===== src/rtl/mul_pkg.sv =====
// mul_pkg: shared definitions for the pipelined multiplier.
//   XLEN_DEF : default operand/result width
//   mul_op_e : operation encoding carried on the 2-bit op field
package mul_pkg;

    localparam int XLEN_DEF = 32;

    typedef enum logic [1:0] {
        MUL    = 2'd0,
        MULH   = 2'd1,
        MULHSU = 2'd2,
        MULHU  = 2'd3
    } mul_op_e;

endpackage


===== src/rtl/pipelined_mul_unit_if.sv =====
// pipelined_mul_unit_if: request/response bundle of the multiplier.
//   in_valid/in_ready       : request handshake (op, a, b, tag qualify it)
//   flush                   : discard every in-flight request
//   out_valid/out_ready     : result handshake (result, out_tag qualify it)
//   busy                    : any pipeline stage holds a request
// Modports: master = requester/consumer side, slave = multiplier side.
interface pipelined_mul_unit_if
    import mul_pkg::*;
#(
    parameter int XLEN  = XLEN_DEF,
    parameter int TAG_W = 5
);
    logic             in_valid;
    logic             in_ready;
    logic [1:0]       op;
    logic [XLEN-1:0]  a;
    logic [XLEN-1:0]  b;
    logic [TAG_W-1:0] tag;
    logic             flush;
    logic             out_valid;
    logic             out_ready;
    logic [XLEN-1:0]  result;
    logic [TAG_W-1:0] out_tag;
    logic             busy;

    modport master (
        output in_valid, op, a, b, tag, flush, out_ready,
        input  in_ready, out_valid, result, out_tag, busy
    );

    modport slave (
        input  in_valid, op, a, b, tag, flush, out_ready,
        output in_ready, out_valid, result, out_tag, busy
    );
endinterface


===== src/rtl/mul_operand_ext.sv =====
// mul_operand_ext: widens both operands to XLEN+1 bits so one signed
// multiplier serves all four operations.
//   op    : operation (selects signed/unsigned treatment)
//   a, b  : raw XLEN-bit operands
//   a_ext : a sign-extended for MULH/MULHSU, zero-extended otherwise
//   b_ext : b sign-extended for MULH only, zero-extended otherwise
module mul_operand_ext
    import mul_pkg::*;
#(
    parameter int XLEN = XLEN_DEF
) (
    input  mul_op_e         op,
    input  logic [XLEN-1:0] a,
    input  logic [XLEN-1:0] b,
    output logic [XLEN:0]   a_ext,
    output logic [XLEN:0]   b_ext
);
    logic a_signed_s;
    logic b_signed_s;

    // Decode which operands are treated as signed for this op.
    always_comb begin
        a_signed_s = 1'b0;
        b_signed_s = 1'b0;
        case (op)
            MULH:    begin a_signed_s = 1'b1; b_signed_s = 1'b1; end
            MULHSU:  begin a_signed_s = 1'b1; b_signed_s = 1'b0; end
            MUL:     begin a_signed_s = 1'b0; b_signed_s = 1'b0; end
            MULHU:   begin a_signed_s = 1'b0; b_signed_s = 1'b0; end
            default: begin a_signed_s = 1'b0; b_signed_s = 1'b0; end
        endcase
    end

    assign a_ext = {a_signed_s & a[XLEN-1], a};
    assign b_ext = {b_signed_s & b[XLEN-1], b};
endmodule


===== src/rtl/pipelined_mul_unit.sv =====
// pipelined_mul_unit: LATENCY-stage multiplier with valid/ready flow control.
//   CLK_0  : clock, rising edge
//   RSTN_0 : asynchronous active-low reset (clears valid bits only)
//   bus    : request/response bundle (slave modport)
// The product is formed in front of stage 1 and the selected slice is then
// carried through the stages; synthesis may retime the multiplier across
// the stage registers. A single advance enable stalls the whole pipe.
module pipelined_mul_unit
    import mul_pkg::*;
#(
    parameter int XLEN    = XLEN_DEF,
    parameter int LATENCY = 2,
    parameter int TAG_W   = 5
) (
    input  logic                 CLK_0,
    input  logic                 RSTN_0,
    pipelined_mul_unit_if.slave  bus
);
    mul_op_e                         op_s;
    logic [XLEN:0]                   a_ext_s;
    logic [XLEN:0]                   b_ext_s;
    logic signed [2*XLEN+1:0]        a_wide_s;
    logic signed [2*XLEN+1:0]        b_wide_s;
    logic signed [2*XLEN+1:0]        prod_s;
    logic [XLEN-1:0]                 slice_s;
    logic                            adv_s;
    logic                            unused_bits_s;

    logic [LATENCY-1:0]              valid_r;
    logic [LATENCY-1:0][XLEN-1:0]    data_r;
    logic [LATENCY-1:0][TAG_W-1:0]   tag_r;
    logic [LATENCY-1:0][1:0]         op_r;

    assign op_s = mul_op_e'(bus.op);

    mul_operand_ext #(.XLEN(XLEN)) u_ext (
        .op    (op_s),
        .a     (bus.a),
        .b     (bus.b),
        .a_ext (a_ext_s),
        .b_ext (b_ext_s)
    );

    // Full-width signed product of the extended operands.
    assign a_wide_s = {{(XLEN+1){a_ext_s[XLEN]}}, a_ext_s};
    assign b_wide_s = {{(XLEN+1){b_ext_s[XLEN]}}, b_ext_s};
    assign prod_s   = a_wide_s * b_wide_s;

    // Select the low or high half of the product according to op.
    always_comb begin
        slice_s = prod_s[2*XLEN-1:XLEN];
        case (op_s)
            MUL:     slice_s = prod_s[XLEN-1:0];
            default: slice_s = prod_s[2*XLEN-1:XLEN];
        endcase
    end

    // Only the output stage can block; bubbles are not collapsed.
    assign adv_s        = !(valid_r[LATENCY-1] && !bus.out_ready);
    assign bus.in_ready = adv_s;

    // Valid bits: flush beats stall, and a request offered with flush is dropped.
    always_ff @(posedge CLK_0 or negedge RSTN_0) begin
        if (!RSTN_0) begin
            valid_r <= '0;
        end else if (bus.flush) begin
            valid_r <= '0;
        end else if (adv_s) begin
            valid_r[0] <= bus.in_valid;
            for (int i = 1; i < LATENCY; i++) begin
                valid_r[i] <= valid_r[i-1];
            end
        end else begin
            valid_r <= valid_r;
        end
    end

    // Stage payload: loaded only when advancing a valid entry, never reset.
    always_ff @(posedge CLK_0) begin
        if (adv_s && bus.in_valid) begin
            data_r[0] <= slice_s;
            tag_r[0]  <= bus.tag;
            op_r[0]   <= bus.op;
        end
        for (int i = 1; i < LATENCY; i++) begin
            if (adv_s && valid_r[i-1]) begin
                data_r[i] <= data_r[i-1];
                tag_r[i]  <= tag_r[i-1];
                op_r[i]   <= op_r[i-1];
            end
        end
    end

    assign bus.out_valid = valid_r[LATENCY-1];
    assign bus.result    = data_r[LATENCY-1];
    assign bus.out_tag   = tag_r[LATENCY-1];
    assign bus.busy      = |valid_r;

    // Top two product bits and the output-stage op are intentionally unused.
    assign unused_bits_s = ^{prod_s[2*XLEN+1:2*XLEN], op_r[LATENCY-1]};
endmodule


===== src/flat_wrapper.sv =====
// flat-port wrapper written by rule: the top's interface ports become plain ports
module pipelined_mul_unit_flat import mul_pkg::*;
#(
    parameter int XLEN    = XLEN_DEF,
    parameter int LATENCY = 2,
    parameter int TAG_W   = 5
)
  (CLK_0, RSTN_0, bus_in_valid, bus_op, bus_a, bus_b, bus_tag, bus_flush, bus_out_ready, bus_in_ready, bus_out_valid, bus_result, bus_out_tag, bus_busy);
  pipelined_mul_unit_if #(.XLEN(XLEN), .TAG_W(TAG_W)) bus_i ();
  input  logic CLK_0;
  input  logic RSTN_0;
  input wire logic [$bits(bus_i.in_valid)-1:0] bus_in_valid;
  input wire logic [$bits(bus_i.op)-1:0] bus_op;
  input wire logic [$bits(bus_i.a)-1:0] bus_a;
  input wire logic [$bits(bus_i.b)-1:0] bus_b;
  input wire logic [$bits(bus_i.tag)-1:0] bus_tag;
  input wire logic [$bits(bus_i.flush)-1:0] bus_flush;
  input wire logic [$bits(bus_i.out_ready)-1:0] bus_out_ready;
  output wire logic [$bits(bus_i.in_ready)-1:0] bus_in_ready;
  output wire logic [$bits(bus_i.out_valid)-1:0] bus_out_valid;
  output wire logic [$bits(bus_i.result)-1:0] bus_result;
  output wire logic [$bits(bus_i.out_tag)-1:0] bus_out_tag;
  output wire logic [$bits(bus_i.busy)-1:0] bus_busy;
  assign bus_i.in_valid = bus_in_valid;
  assign bus_i.op = bus_op;
  assign bus_i.a = bus_a;
  assign bus_i.b = bus_b;
  assign bus_i.tag = bus_tag;
  assign bus_i.flush = bus_flush;
  assign bus_i.out_ready = bus_out_ready;
  assign bus_in_ready = bus_i.in_ready;
  assign bus_out_valid = bus_i.out_valid;
  assign bus_result = bus_i.result;
  assign bus_out_tag = bus_i.out_tag;
  assign bus_busy = bus_i.busy;
  pipelined_mul_unit #(.XLEN(XLEN), .LATENCY(LATENCY), .TAG_W(TAG_W)) u_core (.CLK_0(CLK_0), .RSTN_0(RSTN_0), .bus(bus_i));
endmodule

===== config.mk =====
export PLATFORM = sky130hd
export DESIGN_NAME = pipelined_mul_unit_flat
export DESIGN_NICKNAME = d
export VERILOG_FILES = /design/src/rtl/mul_pkg.sv /design/src/rtl/pipelined_mul_unit_if.sv /design/src/rtl/mul_operand_ext.sv /design/src/rtl/pipelined_mul_unit.sv /design/src/flat_wrapper.sv
export SDC_FILE = /design/constraint.sdc
export NUM_CORES = 2
export LEC_CHECK = 0
export CAP_MARGIN = 20
export CORE_MARGIN = 2
export CORE_UTILIZATION = 49
export DETAILED_ROUTE_END_ITERATION = 6
export PLACE_DENSITY = 0.68
export SETUP_SLACK_MARGIN = 0.02
export SKIP_LAST_GASP = 1
export SYNTH_ARGS = -nofsm -noshare
export SYNTH_HDL_FRONTEND = slang
export SYNTH_SLANG_ARGS = --single-unit

===== constraint.sdc =====
create_clock -name CLK_0 -period 2.3 [get_ports CLK_0]
set_input_delay 0.23 -clock CLK_0 [delete_from_list [all_inputs] [get_ports CLK_0]]
set_output_delay 0.23 -clock CLK_0 [all_outputs]
set_load 0.02 [all_outputs]

**Word-level counts from Yosys, hierarchy flattened**

Index checks and enable logic that the tools add are counted.

- $mul: 1
- Multiplexer cells: 5
- Eq/ne operators: 4
- Bitwise gates (word level): 2
- Reduce and logical (&&, ||, !) cells: 10

Operators with widths:

| cell | count |
|---|---|
| $mul A33 B33 Y64 | 1 |
| $mux W32 | 1 |
| $reduce_or A2 Y1 | 3 |
| $eq A2 B2 Y1 const B | 2 |
| $mux W2 | 2 |
| $pmux W1 S2 | 2 |
| $logic_and A1 B1 Y1 | 3 |
| $reduce_or A3 Y1 | 1 |
| $and A1 B1 Y1 | 2 |
| $eq A2 B1 Y1 const B | 1 |
| $logic_not A1 Y1 | 2 |
| $logic_not A2 Y1 | 1 |
| $ne A2 B2 Y1 const B | 1 |

- Output and inout port bits: 40
- Input port bits: 76
- Logic and storage cells: 27
- Flip-flop bits (word level): 76

**Depth between registers and ports, before layout**

- Word-level depth: 6
- Depth in mapped cells: 34
- Gate-level depth less buffers: 31

**Cells and area by module**

From an unflattened synthesis, not the netlist that was laid out.

- Cell total of the unflattened synthesis: 4434
- Area total of the unflattened synthesis: 41901.4 um^2

By module, submodules not included:

| module | instances | cells an instance | area an instance (um^2) | seq. area each (um^2) |
|---|---|---|---|---|
| pipelined_mul_unit | 1 | 4366 | 41384.7 | 2272.2 |
| mul_operand_ext | 1 | 68 | 516.7 | 0.0 |

**Worst setup path after synthesis**

OpenSTA, ideal clock, no wires.

- Kind: input-to-reg
- Start point: in bus_op[1]
- End point: reg u_core.data_r[28] (netlist bit), data pin
- Stages: 30
- Setup time: 0.266 ns
- Arrival: 7.889 ns
- Path slack: -5.855 ns
- Buffers on the path: 3
- Required time: 2.034 ns
- Cells stage by stage: inv_1 ha_1 and2_1 clkbuf_1 clkbuf_1 nand2_1 inv_1 fa_1 inv_1 fa_1 inv_1 fa_1 fa_1 inv_1 fa_1 inv_1 fa_1 inv_1 fa_1 fa_1 inv_1 ha_1 clkbuf_1 nand4_1 o21ai_1 a41oi_4 o211a_1 o41ai_2 xnor2_1 o21ai_1

- Longest elaborated chain between the ends: 6
- Elaborated cells on any way between the ends: 13
- Classes of those cells: 1 x mul; 3 x eq/ne; 3 x mux; 2 x bitwise; 4 x reduce/logical

RTL lines:

| element | RTL line | RTL |
|---|---|---|
| start, declared | flat_wrapper.sv:13 | `input wire logic [$bits(bus_i.op)-1:0] bus_op;` |
| $eq A2 B2 Y1 (tied with other cells) | mul_operand_ext.sv:25 | `case (op)` |
| $reduce_or A3 Y1 (no source line) or $reduce_or A2 Y1 (tied branches) | n/a |  |
| $pmux W1 S2 | mul_operand_ext.sv:25 |  |
| $and A1 B1 Y1, on equally long branches | mul_operand_ext.sv:35, mul_operand_ext.sv:34 |  |
| $mul A33 B33 Y64 | pipelined_mul_unit.sv:47 | `assign prod_s = a_wide_s * b_wide_s;` |
| $mux W32 * | pipelined_mul_unit.sv:52 | `case (op_s)` |
| net u_core.slice_s[28] | pipelined_mul_unit.sv:25 | `logic [XLEN-1:0] slice_s;` |
| end signal, assigned by index | pipelined_mul_unit.sv:87 | `data_r[i] <= data_r[i-1];` |
| end, declared | pipelined_mul_unit.sv:30 | `logic [LATENCY-1:0][XLEN-1:0] data_r;` |

Mark *: on every way through the listed nets, which the timed path passes. The rest lies on a longest branch.
A chain may end at the register's enable or synchronous reset.

**Worst setup path after layout**

- Start point: in bus_a[13]
- End point: reg u_core.data_r[28] (netlist bit), data pin

- Longest elaborated chain between the ends: 2

RTL lines:

| element | RTL line | RTL |
|---|---|---|
| start, declared | flat_wrapper.sv:14 | `input wire logic [$bits(bus_i.a)-1:0] bus_a;` |
| $mul A33 B33 Y64 | pipelined_mul_unit.sv:47 |  |
| $mux W32 | pipelined_mul_unit.sv:52 |  |
| net u_core.slice_s[28] | pipelined_mul_unit.sv:25 |  |

The timed path passes the listed nets, and every way through them passes these cells.

==> results.yml <==
yosys:
  synth_seq_area_share_pct: 5.55
  syn_inst: 4441
  yosysWarnings: 0
  netlist-cell-type-count: 62
  syn_avg_cell_area_um2: 9.22
  syn_nets: 5856
  synth_fa_ha_area_share_pct: 61.5
  synth_xor_xnor_area_share_pct: 1.62
  synth_simple_gate_area_share_pct: 13.9
  ys_async_sr_fraction_pct: 2.63
  synth_compound_area_share_pct: 3.52
  synth-edff-count: 74
  synth_top_family_by_area: "adder cells"
  synth_mux_area_share_pct: 0.125
  ys_ff_latch: 76
  syn_area_mm2: 0.0410
  ys.flop_type: "edfxtp_1"
global_routing:
  overflow: 0
  first_global_vias: 35900
  grt_max_degree: 38
  antenna_found_initial: 3
  grt_usage_pct: 30.1
  grt_pass1_wl_um: 199000
detailed_routing:
  final_antenna_net_count: 0
  wirelength_um: 125000
  drtPass1Iterations: 6
  vias: 32600
  drc: 0
  wl_per_cell_um: 20.3
  drt-vias-per-instance: 5.30
  drtIter0Drc: 2382
job:
  drv_cap: 0
clocking:
  cts_tree: "built"
  htree_levels: 3
  clock_sinks: 76
  cts_inserted_buffers: 9
  insertion_delay_ns: 0.33
  clockBufferDepth: 2
  cts_root_buffer: "clkbuf_16"
  cts_hold_buf: 0
  cts.clk_slew.worst_paths_ns: 0.05
setup_path:
  r2r_setup_slack_ns: 0.96
  arrival_ns: 7.46
  r2r.worst_path.cells: 3
  crit_type: "input port to flop"
  cp_slowest_cell: "fa_2"
  max_stage_delay_ns: 0.59
  r2r-start: "u_core.valid_r[1]"
  critical_path_peak_fanout: 4
  worstPathRequired_ns: 2.38
  crit_start: "bus_a[13]"
  r2r-end: "u_core.data_r[0]"
  crit_path_frequent_cell: "inv_1"
  cp-start-kind: "input port"
  endpoint_kind: "flop"
  crit_path_end: "u_core.data_r[28]"
floorplanning:
  start_util_pct: 49.3
  core_mm2: 0.0832
  fp.dieH_um: 293
  die-area_mm2: 0.0859
  io_pins: 116
  die_x_um: 293
  rows: 106
final_layout:
  multiInputGateArea_mm2: 0.0348
  syn_to_final_growth_pct: 28.2
  post-route-util_pct: 63.1
  nFillCells: 6392
  postLayoutCellArea_mm2: 0.0525
  drive_above_1_share_pct: 25.3
  seq_area_mm2: 0.00227
  n_antenna_cell: 0
  nets: 6480
timing:
  fin_setup_tns_ns: -154.81
  hold_slack_ns: 0.0653
  period_needed_ns: 7.38
  final-hold-violation-count: 0
  slew_violations: 0
  rsz0062_at_grt: "yes"
  clock.fmax_mhz: 135
  skew_ns: 0.00341
  tightest_slew_ns: 0.478
  worst_slack_ns: -5.08
  period_share_pct: 321
  slew_headroom_pct: 67.8
  setup_viol: 32
outcome:
  violations: "setup timing"
  outcome: "finished, violations left"
place:
  gp_congestion: 0.921
  dp_hpwl_um: 95600
  port_buffers: 115
  postPlaceCellArea_mm2: 0.0477
worst_hold_path:
  hp-class: "input port to async pin"
## per-stage QoR
stage | cells | worst slack [ns]
2_1_floorplan | 4441 | -5.31
3_3_place_gp | 5897 | -5.99
3_5_place_dp | 5897 | -6.11
4_1_cts | 6104 | -5.10
5_1_grt | 6149 | -5.33
6_report | 6149 | -5.08
## cells by family after synthesis
group,Yosys count
buffers and inverters,1465
adder cells (fa/ha/maj),1339
AND/OR/NAND/NOR,1261
AO/OA/AOI/OAI,219
XOR/XNOR,76
flip-flops,76
multiplexers,5
## synthesized netlist by cell type, types with 17 or more instances
cell | count | area (um2)
nor2_1 | 50 | 188
and2_1 | 278 | 1740
ha_1 | 214 | 2680
fa_1 | 1125 | 22500
buf_4 | 38 | 285
and3_1 | 22 | 138
clkbuf_1 | 223 | 837
xnor2_1 | 52 | 455
o21ai_0 | 41 | 205
edfxtp_1 | 74 | 2220
nand2_1 | 829 | 3110
nand3_1 | 17 | 85.1
a21o_1 | 40 | 300
inv_1 | 1195 | 4490
xor2_1 | 24 | 210
a21oi_1 | 64 | 320
## metal layers
layer	GRT usage [%]	part of all wire [%]	routed length, um	vias up
met4	10.8	4.9	6150	4
met3	4.77	8.4	10500	392
met2	51.8	50	62100	1515
met5	0	0.018	23	-
met1	38.7	37	46100	16900
li1	-	-	-	13800
## layout make-up
cell class | count | share of cell area [%]
clock buffer | 9 | 0.429
tap | 1080 | 2.57
timing repair buffer | 883 | 17.6
multi-input combinational | 2900 | 66.3
sequential | 76 | 4.33
inverter | 1195 | 8.60
clock inverter | 6 | 0.107
## registers in the layout (all words and copies together), names as in the netlist
signal / cells
u_core.bus.result: 32
u_core.data_r: 32
u_core.bus.out_tag: 5
u_core.tag_r: 5
u_core.valid_r: 2
## critical path, delay by kind of cell
kind	cells	cell delay, ns
AOI/OAI and AO/OA	6	1.05
xor gates and xnor gates	1	0.16
adders and majority gates	9	4.21
buffers and inverters	10	1.10
and+or+nand+nor	4	0.70
## worst min path at each step
stage / end / slack (ns) / cells past startpoint
after floorplan: u_core.valid_r[0] / -0.07 / 0
after global placement: u_core.valid_r[0] / 0.40 / 1
after detailed placement: u_core.valid_r[1] / 0.40 / 1
after CTS: u_core.valid_r[1] / 0.05 / 1
after global routing: u_core.valid_r[1] / 0.06 / 1
final: u_core.valid_r[1] / 0.07 / 1
## cell usage in the layout, fill, tap and decap left out, types with 17 or more instances in the layout
cell             Yosys  final
a21o_1              40     40
a21oi_1             64     32
a21oi_2              1     24
and2_1             278    235
and2_4               0     42
and3_1              22     17
buf_12               0    105
buf_4               38    533
buf_6                0     96
buf_8                0     25
clkdlybuf4s50_1      0     54
edfxtp_1            74     74
fa_1              1125   1043
fa_2                 0     82
ha_1               214    172
ha_4                 0     42
inv_1             1195   1101
inv_2                0     87
nand2_1            829    778
nand2_2              1     42
nor2_1              50     45
o21ai_1             16     32
xnor2_1             52     41
xor2_1              24     22
## repair_timing
| item | 4_1_cts | 5_1_grt |
|---|---|---|
| gates cloned | 31 | 1 |
| pin swaps | 309 | 177 |
| setup endpoints to repair | 32 | 32 |
| buffers inserted | 167 | 57 |
| gates resized for setup | 634 | 204 |
Power is left out: the tool's default activity adds up to more than one toggle a clock period on the data nets, which glitch-free logic cannot reach.
